==> src/rtl/cell_sweep_pkg.sv <==
// Shared definitions for the cell-array page sweeper: FSM state encoding,
// MISR constants and the MISR next-state function.
package cell_sweep_pkg;

    typedef enum logic [2:0] {
        ST_IDLE    = 3'd0,
        ST_DRIVE   = 3'd1,
        ST_SETTLE  = 3'd2,
        ST_CAPTURE = 3'd3,
        ST_EMIT    = 3'd4,
        ST_FINISH  = 3'd5
    } state_t;

    localparam logic [15:0] MISR_POLY = 16'h1021;
    localparam logic [15:0] MISR_SEED = 16'hFFFF;
    localparam int          VEC_COUNT = 64;
    localparam logic [5:0]  LAST_VEC  = 6'(VEC_COUNT - 1);

    // One MISR step: shift left, fold in the polynomial on carry-out,
    // then XOR the captured byte into the low half.
    function automatic logic [15:0] misr_next(input logic [15:0] cur,
                                              input logic [7:0]  din);
        logic [15:0] shifted;
        shifted   = {cur[14:0], 1'b0} ^ (cur[15] ? MISR_POLY : 16'h0000);
        misr_next = shifted ^ {8'h00, din};
    endfunction

endpackage

==> src/rtl/cell_sweep_misr.sv <==
// 16-bit multiple-input signature register. Seed takes priority over
// capture so a page reseed can never be merged with a stray capture.
module cell_sweep_misr
    import cell_sweep_pkg::*;
(
    input  logic        clk,
    input  logic        rst,
    input  logic        seed,
    input  logic        capture,
    input  logic [7:0]  din,
    output logic [15:0] sig
);

    logic [15:0] r_sig;

    // Signature register: reseed on request, otherwise fold in one byte per capture.
    always_ff @(posedge clk or posedge rst) begin
        if (rst) begin
            r_sig <= MISR_SEED;
        end else if (seed) begin
            r_sig <= MISR_SEED;
        end else if (capture) begin
            r_sig <= misr_next(r_sig, din);
        end
    end

    assign sig = r_sig;

endmodule

==> src/rtl/cell_sweep_seq.sv <==
// Page sweeper: walks every 6-bit cell vector over a range of pages, lets the
// array settle, compresses its outputs into a MISR and hands each page's
// signature to a consumer with a valid/ready handshake.
module cell_sweep_seq
    import cell_sweep_pkg::*;
#(
    parameter int SETTLE_CYCLES = 2,
    parameter int PAGE_FIRST    = 0,
    parameter int PAGE_LAST     = 15
) (
    input  logic        clk,
    input  logic        rst,
    input  logic        start,
    input  logic        abort,
    input  logic [7:0]  dut_out,
    input  logic        sig_ready,
    output logic [3:0]  page,
    output logic [5:0]  cell_in,
    output logic [15:0] sig,
    output logic [3:0]  sig_page,
    output logic        sig_valid,
    output logic        busy,
    output logic        done
);

    // Reject parameter sets the sweeper cannot honour.
    generate
        if (PAGE_LAST < PAGE_FIRST) begin : g_bad_page_range
            $error("cell_sweep_seq: PAGE_LAST must not be below PAGE_FIRST");
        end
        if (PAGE_FIRST < 0 || PAGE_LAST > 15) begin : g_bad_page_width
            $error("cell_sweep_seq: pages must fit in 4 bits");
        end
        if (SETTLE_CYCLES < 1 || SETTLE_CYCLES > 15) begin : g_bad_settle
            $error("cell_sweep_seq: SETTLE_CYCLES must be within 1..15");
        end
    endgenerate

    localparam logic [3:0] P_FIRST     = 4'(PAGE_FIRST);
    localparam logic [3:0] P_LAST      = 4'(PAGE_LAST);
    // SETTLE lasts SETTLE_CYCLES-1 cycles; the counter counts down to zero.
    localparam logic [3:0] SETTLE_LOAD = 4'((SETTLE_CYCLES >= 2) ? (SETTLE_CYCLES - 2) : 0);

    state_t      r_state;
    logic [3:0]  r_page;
    logic [5:0]  r_cell_in;
    logic [3:0]  r_settle_cnt;
    logic [3:0]  r_sig_page;
    logic        r_sig_valid;
    logic        r_busy;
    logic        r_done;

    logic        w_seed;
    logic        w_capture;
    logic        w_abort_hit;
    logic [15:0] w_sig;

    // Abort only matters while a sweep is active; in IDLE start wins.
    assign w_abort_hit = abort && (r_state != ST_IDLE);

    // MISR reseeds at sweep start and when a non-final page is accepted.
    assign w_seed    = ((r_state == ST_IDLE) && start) ||
                       ((r_state == ST_EMIT) && !abort && sig_ready && (r_page < P_LAST));
    assign w_capture = (r_state == ST_CAPTURE) && !abort;

    cell_sweep_misr u_misr (
        .clk     (clk),
        .rst     (rst),
        .seed    (w_seed),
        .capture (w_capture),
        .din     (dut_out),
        .sig     (w_sig)
    );

    // Sweep controller: state plus all registered handshake outputs.
    always_ff @(posedge clk or posedge rst) begin
        if (rst) begin
            r_state      <= ST_IDLE;
            r_page       <= 4'd0;
            r_cell_in    <= 6'd0;
            r_settle_cnt <= 4'd0;
            r_sig_page   <= 4'd0;
            r_sig_valid  <= 1'b0;
            r_busy       <= 1'b0;
            r_done       <= 1'b0;
        end else begin
            r_done <= 1'b0;
            if (w_abort_hit) begin
                r_state     <= ST_IDLE;
                r_busy      <= 1'b0;
                r_sig_valid <= 1'b0;
            end else begin
                case (r_state)
                    ST_IDLE: begin
                        if (start) begin
                            r_page    <= P_FIRST;
                            r_cell_in <= 6'd0;
                            r_busy    <= 1'b1;
                            r_state   <= ST_DRIVE;
                        end
                    end
                    ST_DRIVE: begin
                        if (SETTLE_CYCLES == 1) begin
                            r_state <= ST_CAPTURE;
                        end else begin
                            r_settle_cnt <= SETTLE_LOAD;
                            r_state      <= ST_SETTLE;
                        end
                    end
                    ST_SETTLE: begin
                        if (r_settle_cnt == 4'd0) begin
                            r_state <= ST_CAPTURE;
                        end else begin
                            r_settle_cnt <= r_settle_cnt - 4'd1;
                        end
                    end
                    ST_CAPTURE: begin
                        if (r_cell_in == LAST_VEC) begin
                            r_cell_in   <= 6'd0;
                            r_sig_page  <= r_page;
                            r_sig_valid <= 1'b1;
                            r_state     <= ST_EMIT;
                        end else begin
                            r_cell_in <= r_cell_in + 6'd1;
                            r_state   <= ST_DRIVE;
                        end
                    end
                    ST_EMIT: begin
                        if (sig_ready) begin
                            r_sig_valid <= 1'b0;
                            if (r_page < P_LAST) begin
                                r_page  <= r_page + 4'd1;
                                r_state <= ST_DRIVE;
                            end else begin
                                r_busy  <= 1'b0;
                                r_done  <= 1'b1;
                                r_state <= ST_FINISH;
                            end
                        end
                    end
                    ST_FINISH: begin
                        r_state <= ST_IDLE;
                    end
                    default: begin
                        r_state <= ST_IDLE;
                        r_busy  <= 1'b0;
                    end
                endcase
            end
        end
    end

    assign page      = r_page;
    assign cell_in   = r_cell_in;
    assign sig       = w_sig;
    assign sig_page  = r_sig_page;
    assign sig_valid = r_sig_valid;
    assign busy      = r_busy;
    assign done      = r_done;

endmodule

==> config.mk <==
export PLATFORM = sky130hd
export DESIGN_NAME = cell_sweep_seq
export DESIGN_NICKNAME = d
export VERILOG_FILES = /design/src/rtl/cell_sweep_pkg.sv /design/src/rtl/cell_sweep_misr.sv /design/src/rtl/cell_sweep_seq.sv
export SDC_FILE = /design/constraint.sdc
export NUM_CORES = 1
export LEC_CHECK = 0
export BUFFER_PORTS_ARGS = -buffer_cell sky130_fd_sc_hd__buf_4
export CAP_MARGIN = 25
export CORE_MARGIN = 2
export CORE_UTILIZATION = 40
export CTS_CLUSTER_SIZE = 25
export DETAILED_ROUTE_END_ITERATION = 8
export SLEW_MARGIN = 20
export SYNTH_ARGS = -nofsm -noshare
export SYNTH_HDL_FRONTEND = slang
export SYNTH_SLANG_ARGS = --single-unit
export TNS_END_PERCENT = 50
==> constraint.sdc <==
create_clock -name clk -period 4.2 [get_ports clk]
set_input_delay 1.05 -clock clk [delete_from_list [all_inputs] [get_ports clk]]
set_output_delay 1.05 -clock clk [all_outputs]
set_load 0.01 [all_outputs]
**Word level (Yosys, flattened, before mapping)**

Cells that the tools add are included.

- Flip-flop bits (word level): 40
- Latch bits: 0
- Bits in writable memories: 0
- Bits in read-only memories: 0
- Bits of input ports: 13
- Output and inout port bits: 33
- Word-level logic and storage cells: 88
- Memories kept: 0

- Add/sub/neg operators: 3
- $mul: 0
- Divide/modulo/power cells: 0
- Order comparisons: 1
- Eq/ne operators: 16
- Shift-type cells: 0
- Muxes and demuxes: 32
- Bitwise gates (word level): 3
- Reduce and logical (&&, ||, !) cells: 24

Operators by type and width:

| kind | number |
|---|---|
| 16-bit two-way mux | 2 |
| 3-bit two-way mux | 6 |
| 4-bit two-way mux | 4 |
| 4-bit one-hot mux with 2 select lines | 2 |
| 16-bit bitwise XOR | 1 |
| 16-bit by 8-bit bitwise XOR with 16-bit output | 1 |
| 3-bit one-hot mux with 5 select lines | 1 |
| 3-bit AND reduction | 5 |
| 13-bit two-way mux | 1 |
| 6-bit two-way mux | 2 |
| 3-bit inequality test (second input constant) | 4 |
| 6-bit one-hot mux with 2 select lines | 1 |
| 1-bit two-way mux | 11 |
| 2-bit nonzero test | 4 |
| 6-bit by 1-bit adder with 6-bit output (second input constant) | 1 |
| 3-bit by 2-bit == test with 1-bit output (second input constant) | 2 |
| 3-bit == test (second input constant) | 2 |
| 6-bit == test (second input constant) | 1 |
| 1-bit logical AND | 6 |
| 2-bit inequality test (second input constant) | 3 |
| 3-bit nonzero test | 2 |
| 5-bit AND reduction | 1 |
| 4-bit by 1-bit adder with 4-bit output (second input constant) | 1 |
| 4-bit logical NOT | 1 |
| 13 further kinds | 14 |

**Depth between registers and ports, before layout**

Gate-level depths: netlist (run 1).

- Word-level depth: 6
- Depth in mapped cells: 6
- Depth with buffers taken out: 6

**Cells and area by module**

A second synthesis (run 1) with hierarchy kept.

- Cells, all modules: 198
- Area, all modules: 2,152.1 sq um

Modules (own cells, without submodules):

| module | instances | cells an instance | area each (sq um) | seq. area each (sq um) |
|---|---|---|---|---|
| cell_sweep_seq | 1 | 135 | 1,367.6 | 600.6 |
| cell_sweep_misr | 1 | 63 | 784.5 | 420.4 |

**Worst setup path before layout (run 1)**

Ideal clock, no wire load.

- Path type: input-to-reg
- Start point: input abort
- End point: register r_page[0], in the netlist page[0]
- Arrival: 2.110 ns
- Slack: 1.965 ns
- Stages: 5
- Path through: buf_2 -> or2b_2 -> nor3_4 -> nor2_2 -> mux2_4

- Word-level cells in the longest chain between the ends: 3

Ends and longest elaborated chain:

| element | line | RTL |
|---|---|---|
| start, declared | cell_sweep_seq.sv:14 | `input logic abort,` |
| 1-bit logical AND | cell_sweep_seq.sv:59 | `assign w_abort_hit = abort && (r_state != ST_IDLE);` |
| 1-bit inverter (no line) | n/a |  |
| 5-bit AND reduction (no line) | n/a |  |
| end signal, assigned | cell_sweep_seq.sv:132 | `r_page <= r_page + 4'd1;` |
| end, declared | cell_sweep_seq.sv:45 | `logic [3:0] r_page;` |

No other way between the ends.
A chain may end at the register's enable or synchronous reset.

**Worst setup path in the final report (run 1)**

- Start point: input sig_ready
- End point: register r_page[0], in the netlist page[0]

- Word-level cells in the longest chain between the ends: 2

Ends and longest elaborated chain:

| element | line | RTL |
|---|---|---|
| start, declared | cell_sweep_seq.sv:16 | `input logic sig_ready,` |
| 2-bit inequality test (no line) | n/a |  |
| 5-bit AND reduction (no line) | n/a |  |

No other way between the ends.

==> results of run 1 <==
## sequential cells by signal (all words and copies together), names as in the netlist
name / cells
r_settle_cnt: 4
u_misr.sig: 16
sig_page: 4
sig_valid: 1
r_state: 3
cell_in: 6
page: 4
busy: 1
done: 1
## critical path, stage by stage
cell,delay [ns]
buf_4,0.12
or3b_4,0.26
nor3_4,0.05
nor2_2,0.59
mux2_4,0.26
## cells in the final DEF (no fill, tap or decap), types with 3 or more instances in the layout
| cell type | netlist | routed |
|---|---|---|
| buf_4 | 1 | 46 |
| nand2_1 | 31 | 31 |
| dfrtp_1 | 24 | 24 |
| dfstp_2 | 16 | 16 |
| nand3_1 | 15 | 15 |
| nor2_1 | 14 | 14 |
| xnor2_1 | 11 | 11 |
| o21ai_0 | 8 | 8 |
| o211ai_1 | 6 | 6 |
| nor3_1 | 5 | 5 |
| clkbuf_8 | 0 | 5 |
| inv_1 | 4 | 4 |
| xor2_1 | 4 | 4 |
| mux2_2 | 4 | 4 |
| a21oi_1 | 3 | 3 |
| nand4_1 | 3 | 3 |
| o211ai_2 | 3 | 3 |
| ha_1 | 3 | 3 |
## cell families (layout without fill, tap and decap cells)
logic type	after synthesis	after routing	share of synthesized area [%]
XOR/XNOR	15	15	6.45
buffers and inverters	13	59	3.68
AND/OR/NAND/NOR	88	88	23.2
adder cells (fa/ha/maj)	3	3	1.84
flip-flops	40	40	50.1
AO/OA/AOI/OAI	31	31	11.3
multiplexers	6	6	3.44
## metal layers
layer / global-route usage (%) / share of wire, % / up-vias
met5: 0 / 0 / -
met4: 4.09 / 0.46 / 0
met3: 4.10 / 4.9 / 2
met2: 23.2 / 45 / 35
met1: 21.2 / 49 / 749
li1: - / - / 782
## final cells by class
| type | instances | area (sq um) |
|---|---|---|
| fillers | 484 | 2290 |
| flip-flops and latches | 40 | 1020 |
| multi-input cells | 143 | 942 |
| repair buffers | 47 | 357 |
| well taps | 67 | 83.8 |
| clock buffers | 6 | 72.6 |
| clock inverters | 2 | 35.0 |
| inverters | 4 | 15.0 |
## cells in the mapped netlist, types with 2 or more instances
cell type,count
and2_1,2
dfrtp_1,24
nor3_1,5
o211ai_2,3
buf_2,6
nor2b_1,2
mux2_2,4
xor2_1,4
inv_1,4
o211ai_1,6
nor2_1,14
ha_1,3
xnor2_1,11
a21oi_1,3
nand4_1,3
dfstp_2,16
nor2_2,2
buf_6,2
o21ai_0,8
a32oi_1,2
nand2_1,31
nand3_1,15
## per-stage QoR
step           worst slack (ns)  util [%]
2_1_floorplan              1.97         -
3_5_place_dp               1.41      50.0
5_1_grt                    1.99      52.4
3_3_place_gp               1.46      50.0
6_report                   2.08      52.4
4_1_cts                    1.72      52.2
## path summary, 6_finish.rpt
kind                                start  slack [ns]             end  cells past startpoint
max in group asynchronous             rst        2.70   u_misr.sig[3]                      3
hold / removal             u_misr.sig[10]        0.51  u_misr.sig[11]                      2
setup / recovery                sig_ready        2.08         page[0]                      5
min in group asynchronous             rst        1.04  u_misr.sig[11]                      2
setup reg to reg                  page[0]        2.24         page[0]                      5
hold reg to reg            u_misr.sig[10]        0.51  u_misr.sig[11]                      2
## where the power goes
group	internal [mW]	switching [mW]
sequential	0.511	0.106
combinational	0.234	0.254
clock	0.176	0.126
total	0.921	0.486
==> metrics.md, run 1 <==
| Metric | Value |
|---|---|
| Run status | completed |
| Global-route wire length before repair | 6560 microns |
| Max_cap viols | 0 |
| Clock latency on the worst-skew pair | 0.28 ns |
| Syn_nets | 212 |
| Most area-hungry cell type in the Yosys netlist | dfrtp_1 |
| Top post-synthesis cells by area | dfrtp_1 (29%), dfstp_2 (21%), nand2_1 (5.7%), xnor2_1 (4.7%), nand3_1 (3.7%) |
| Worst-path clk slew | 0.07 ns |
| P per Cell Area | 557 nW/um^2 |
| Routed len/inst | 13.3 microns |
| Largest net degree at the start of global routing | 31 |
| Crit end category | register |
| Area of the core | 4820 sq um |
| Initial DRC count | 100 |
| DR vias | 1568 |
| Num Clock Sinks | 40 |
| Highest Clock Rate | 0.473 GHz |
| Peak VDD IR | 0.278 mV |
| Crit Path Max Fanout | 18 |
| Arr. time, crit path | 2.34 ns |
| Rel. slew slack | 50.7% |
| Setup-failing EPs final | 0 |
| Max Clock Skew | 0.00409 ns |
| # port buffers | 45 |
| Power Total | 1.41 mW |
| TritonCTS clock tree | yes |
| Hold WC Path Type | reg2reg |
| Die area | 5680 sq um |
| Post-layout net count | 257 |
| RSZ-0062 raised after global routing | no |
| Total wire length | 4100 microns |
| Post-synth EDFFs | 0 |
| Ant. Diodes | 0 |
| Final hold slack | 0.506 ns |
| CTS Buffer Depth | 2 |
| Slew Viols, Final | 0 |
| Layout cell share with drive strength beyond 1 | 37.2% |
| Seq/Total Area, Yosys | 50.1% |
| Tcrit/Tclk final | 50.4% |
| Flop and latch count out of synthesis | 40 |
| Site Rows | 25 |
| Setup TNS | 0 ns |
| Vias in the first global route | 1419 |
| Post-DP Area | 2410 sq um |
| GRT overflow | 0 |
| Die height | 75.4 microns |
| Final Hold Vio Count | 0 |
| Layout Cells excl Fill | 309 |
| Data required, critical path | 4.43 ns |
| Post-CTS Setup Repair Bufs | 0 |
| Hold_buf cts | 0 |
| Placed instance count | 300 |
| Vias per cell | 5.07 |
| Worst setup SP type | primary input |
| CP Class | in2reg |
| H-tree depth | 2 |
| Synthesized instance count | 196 |
| CTS root buffer | clkbuf_8 |
| Synth warnings | 0 |
| # IOs | 46 |
| Synth unique cells | 48 |
| Placed wire-length estimate | 2960 microns |
| Leakage power | 1.17 nW |
| CTS resizes | 0 |
| GRT Util Overall | 15.1% |
| Syn Area/Cell | 10.4 sq um |
| Routability cong. | 0.771 |
| Slew at the pin closest to its max-slew limit | 0.739 ns |
| Cell area after layout | 2530 sq um |
| Synth Cell Area | 2040 sq um |
| Post-route ant nets | 0 |
| Top-area cell type share of the netlist area | 29.5% |
| DRT Pass-1 Iters | 4 |
| Primary FF master, synth | dfrtp_1 |
| Num CTS Buffers | 5 |
| Die width | 75.4 microns |
| Initial core utilization | 42.3% |
| DRC viols | 0 |
| Initial antenna violation count | 0 |
| Min Tclk post-route | 2.12 ns |
| Syn-to-layout area delta | 23.9% |
| Asr flop ratio synth | 100% |
Power figures use the tool's default switching activity.
==> run 2, diff against run 1 <==
- clock period: 4.2 -> 2.2 ns (I/O delays scaled with it)
==> run 2 against run 1 <==
Via count down 0.38%. Register-to-register slack got worse by 2.0 ns. Clock power rose by 100%. Sequential share of layout area fell by 0.42 points. Global-route usage increased by 1.1 points. Die area unchanged. Largest cell class unchanged. Highest routed layer unchanged.
==> metrics.md, run 2 (synthesized netlist as in run 1, its figures left out) <==
| Metric | Value |
|---|---|
| Run status | completed |
| Data required, critical path | 2.44 ns |
| Largest net degree at the start of global routing | 41 |
| GRT overflow | 0 |
| DRT Pass-1 Iters | 4 |
| Max_cap viols | 0 |
| Post-layout net count | 260 |
| Final Util | 53.0% |
| Num Clock Sinks | 40 |
| Ant. Diodes | 0 |
| CTS resizes | 0 |
| # IOs | 46 |
| Multi-input logic area | 942 sq um |
| Area of the core | 4820 sq um |
| Global-route wire length before repair | 7040 microns |
| Max Clock Skew | 0.00716 ns |
| DR vias | 1562 |
| Commonest non-fill, non-tap cell in the layout | buf_4 |
| Commonest cells after routing, fill and taps aside | buf_4 (50), nand2_1 (31), dfrtp_1 (24), dfstp_2 (16), nand3_1 (15) |
| Initial core utilization | 42.3% |
| Rel. slew slack | 50.0% |
| Register area | 1020 sq um |
| Tcrit/Tclk final | 90.5% |
| # port buffers | 45 |
| Arr. time, crit path | 2.23 ns |
| Crit end category | register |
| Slew at the pin closest to its max-slew limit | 0.749 ns |
| Total wire length | 4190 microns |
| Vias per cell | 5.01 |
| Die area | 5680 sq um |
| Worst setup SP type | register |
| Initial antenna violation count | 0 |
| Hold WC Path Type | in2async |
| Min Tclk post-route | 1.99 ns |
| Max stage delay on crit path | 0.60 ns |
| P per Cell Area | 1080 nW/um^2 |
| Leakage power | 1.18 nW |
| Slew Viols, Final | 0 |
| Layout cell share with drive strength beyond 1 | 38.4% |
| RSZ-0062 raised after global routing | no |
| Setup-failing EPs final | 0 |
| Final Hold Vio Count | 0 |
| H-tree depth | 2 |
| Clock latency on the worst-skew pair | 0.30 ns |
| Post-CTS Setup Repair Bufs | 0 |
| FF-to-FF setup slack | 0.21 ns |
| Fillers | 464 |
| CP Class | reg2reg |
| Routability cong. | 0.743 |
| Vias in the first global route | 1540 |
| Number of flip-flops in the largest register | 16 |
| Hold_buf cts | 0 |
| Num CTS Buffers | 5 |
| Syn-to-layout area delta | 25.2% |
| Placed wire-length estimate | 2990 microns |
| Routed len/inst | 13.4 microns |
| Initial DRC count | 73 |
| Highest Clock Rate | 0.502 GHz |
| Site Rows | 25 |
| Peak VDD IR | 0.555 mV |
| Worst-path cell chain | ha_1 > and3_1 > nor3_4 > nor2_2 > mux2_4 |
| Die height | 75.4 microns |
| CTS root buffer | clkbuf_8 |
| Setup TNS | 0 ns |
| GRT Util Overall | 16.3% |
| Worst-path clk slew | 0.08 ns |
| Critical Path Slowest Stage Cell | nor2_2 |
| Die width | 75.4 microns |
| TritonCTS clock tree | yes |
| Post-route ant nets | 0 |
| CTS Buffer Depth | 2 |
| DRC viols | 0 |
| Crit Path Max Fanout | 18 |
-- run 2: cell count changes in the layout (fill, tap and decap cells not counted) --
cell	delta
buf_4	+4
buf_6	-1
clkbuf_1	-1
clkinv_2	-1
clkinvlp_4	+1
inv_6	+1
-- run 2: area by class of cell --
type / count / area share, %
Clock buffer: 5 / 2.70
Tap cell: 67 / 3.28
Timing Repair Buffer: 50 / 14.7
Multi-Input combinational cell: 143 / 36.9
Clock inverter: 3 / 1.81
Inverter: 4 / 0.588
Sequential cell: 40 / 40.0
-- run 2: worst paths after layout --
check	from	endpoint	cells past startpoint
max reg2reg	page[0]	page[0]	5
min reg2reg	u_misr.sig[13]	u_misr.sig[14]	2
max	page[0]	page[0]	5
min	rst	page[0]	3
max in group asynchronous	rst	u_misr.sig[14]	3
min in group clk	abort	r_state[2]	2
-- run 2: metal layers --
layer / part of all wire, % / track usage [%] / up-vias
met5: 0 / 0 / -
met4: 1.2 / 5.46 / 0
met3: 4.8 / 4.50 / 6
met2: 45 / 24.7 / 35
met1: 49 / 22.5 / 733
li1: - / - / 788
-- run 2: worst max-delay path: cells and delay by family, from the launching register on --
| kind | cells | cell delay (ns) |
|---|---|---|
| flops | 1 | 0.45 |
| mux | 1 | 0.27 |
| simple gates | 3 | 0.97 |
| fa+ha+maj | 1 | 0.23 |
-- run 2: stage by stage --
step | total power [mW] | cells | hold slack (ns) | area [sq um] | worst slack (ns)
2_1_floorplan | 1.81 | 196 | 0.495 | 2040 | 0.465
3_3_place_gp | 2.14 | 304 | 0.483 | 2440 | 0.244
3_5_place_dp | 2.14 | 304 | 0.494 | 2440 | 0.198
4_1_cts | 2.77 | 312 | 0.387 | 2550 | 0.187
5_1_grt | 2.96 | 312 | 0.419 | 2550 | 0.0551
6_report | 2.75 | 312 | 0.371 | 2550 | 0.209
-- run 2: report_power, final --
group | switching, mW | total (mW) | internal [mW]
clock network | 0.276 | 0.618 | 0.342
registers | 0.188 | 1.16 | 0.976
logic | 0.499 | 0.965 | 0.466
total | 0.964 | 2.75 | 1.78
==> run 3, diff against run 2 <==
- CORE_ASPECT_RATIO: default -> 0.7
- CORE_UTILIZATION: 40 -> 53
- PLACE_DENSITY: default -> 0.78
==> run 3 against run 2 <==
Setup slack better by 0.085 ns. Utilization grew 17 points. Global-route usage increased by 5.5 points. Routed wire length rose by 7.9%. Cell count down 4.8%.
==> metrics.md, run 3 (synthesized netlist as in run 1, its figures left out) <==
| Metric | Value |
|---|---|
| Run status | completed |
| Rel. slew slack | 64.2% |
| DRT Pass-1 Iters | 4 |
| Crit end category | register |
| Global-route wire length before repair | 7450 microns |
| Worst-path cell chain | ha_1 > and3_1 > nor3_4 > nor2_2 > buf_4 > mux2_4 |
| Tcrit/Tclk final | 86.6% |
| Initial core utilization | 56.6% |
| GRT Util Overall | 21.8% |
| Max stage delay on crit path | 0.45 ns |
| Commonest non-fill, non-tap cell in the layout | buf_4 |
| Met2 GRT Util | 28.8% |
| CP Class | reg2reg |
| Max_cap viols | 0 |
| Leakage power | 1.19 nW |
| Largest net degree at the start of global routing | 41 |
| Slew Viols, Final | 0 |
| CTS Buffer Depth | 2 |
| Layout cell share with drive strength beyond 1 | 38.5% |
| Final Hold Vio Count | 0 |
| Routability cong. | 0.859 |
| Num CTS Buffers | 5 |
| Commonest cells after routing, fill and taps aside | buf_4 (52), nand2_1 (31), dfrtp_1 (24), dfstp_2 (16), nand3_1 (15) |
| CP bufs+invs | 1 |
| Min Tclk post-route | 1.91 ns |
| Hold WC Path Type | in2async |
| Data required, critical path | 2.38 ns |
| Initial antenna violation count | 0 |
| Site Rows | 18 |
| Post-CTS Setup Repair Bufs | 0 |
| GR Util met3 | 6.17% |
| DR vias | 1663 |
| Placed wire-length estimate | 3160 microns |
| Highest Clock Rate | 0.525 GHz |
| Total wire length | 4520 microns |
| CTS root buffer | clkbuf_8 |
| H-tree depth | 2 |
| Layout Cells excl Fill | 297 |
| Initial DRC count | 146 |
| Register area | 1020 sq um |
| P per Cell Area | 1090 nW/um^2 |
| Post-layout net count | 262 |
| # port buffers | 45 |
| Crit Path Max Fanout | 18 |
| Placed instance count | 289 |
| Worst setup SP type | register |
| Clock latency on the worst-skew pair | 0.29 ns |
| Num Clock Sinks | 40 |
| Syn-to-layout area delta | 24.6% |
| GRT overflow | 0 |
| Die height | 55.9 microns |
| CP delay by family, top | simple AND/OR/NAND/NOR gates |
| Slew at the pin closest to its max-slew limit | 0.530 ns |
| Max Clock Skew | 0.00526 ns |
| Grt peak-use layer | met1 |
| Vias in the first global route | 1523 |
| Arr. time, crit path | 2.09 ns |
| Vias per cell | 5.60 |
| Die width | 78.1 microns |
| TritonCTS clock tree | yes |
| Area of the core | 3600 sq um |
| Routed len/inst | 15.2 microns |
| Setup TNS | 0 ns |
| Number of flip-flops in the largest register | 16 |
| RSZ-0062 raised after global routing | no |
| Hold_buf cts | 0 |
| Multi-input logic area | 942 sq um |
| Worst-path clk slew | 0.08 ns |
| DRC viols | 0 |
| # IOs | 46 |
| Fillers | 283 |
| Peak VDD IR | 0.742 mV |
| Met1 Use GR | 34.1% |
| Critical Path Slowest Stage Cell | dfrtp_1 |
| Ant. Diodes | 0 |
| Setup-failing EPs final | 0 |
| CTS resizes | 0 |
| Post-route ant nets | 0 |
| Die area | 4370 sq um |
## run 3: cell types whose count changed in the layout (fill, tap and decap cells not counted)
cell	before	now
buf_4	50	52
clkbuf_1	0	1
clkinv_2	0	1
clkinvlp_4	1	0
inv_6	1	0
## run 3: routing by layer
| layer | part of all wire [%] | wire length [microns] |
|---|---|---|
| met3 | 7.2 | 324 |
| met4 | 1.3 | 58 |
| met1 | 49 | 2200 |
| met2 | 43 | 1940 |
| met5 | 0 | 0 |
## run 3: final timing paths
check / startpoint / end / slack (ns) / depth (start not counted)
max in group asynchronous: rst / u_misr.sig[8] / 1.47 / 3
hold reg to reg: u_misr.sig[12] / u_misr.sig[13] / 0.51 / 2
setup reg to reg: page[0] / page[0] / 0.29 / 6
setup / recovery: page[0] / page[0] / 0.29 / 6
hold / removal: rst / sig_page[0] / 0.37 / 3
min in group clk: start / busy / 0.50 / 3
## run 3: layout make-up
type | count | area share (%)
tap | 50 | 2.46
multi-input combinational | 143 | 37.1
clock inverter | 2 | 1.38
timing repair buffer | 52 | 15.4
sequential | 40 | 40.2
clock buffer | 6 | 2.86
inverter | 4 | 0.591
## run 3: report_power, final
part | internal, mW | total, mW | switching (mW)
Sequential | 0.976 | 1.16 | 0.187
Combinational | 0.476 | 1.01 | 0.534
Clock | 0.337 | 0.591 | 0.254
## run 3: stage by stage
stage	hold WS (ns)	utilization (%)	area [sq um]	power, mW	setup WS (ns)
2_1_floorplan	0.495	-	2040	1.81	0.465
3_3_place_gp	0.489	67.5	2430	2.15	0.301
3_5_place_dp	0.493	67.5	2430	2.17	0.277
4_1_cts	0.378	70.5	2540	2.77	0.295
5_1_grt	0.416	70.5	2540	2.94	0.226
6_report	0.370	70.5	2540	2.76	0.294
## run 3: worst register-to-register path: stages (launching register included)
cell and delay [ns]:
dfrtp_1 0.45, ha_1 0.27, and3_1 0.26, nor3_4 0.26, nor2_2 0.06, buf_4 0.21
mux2_4 0.27
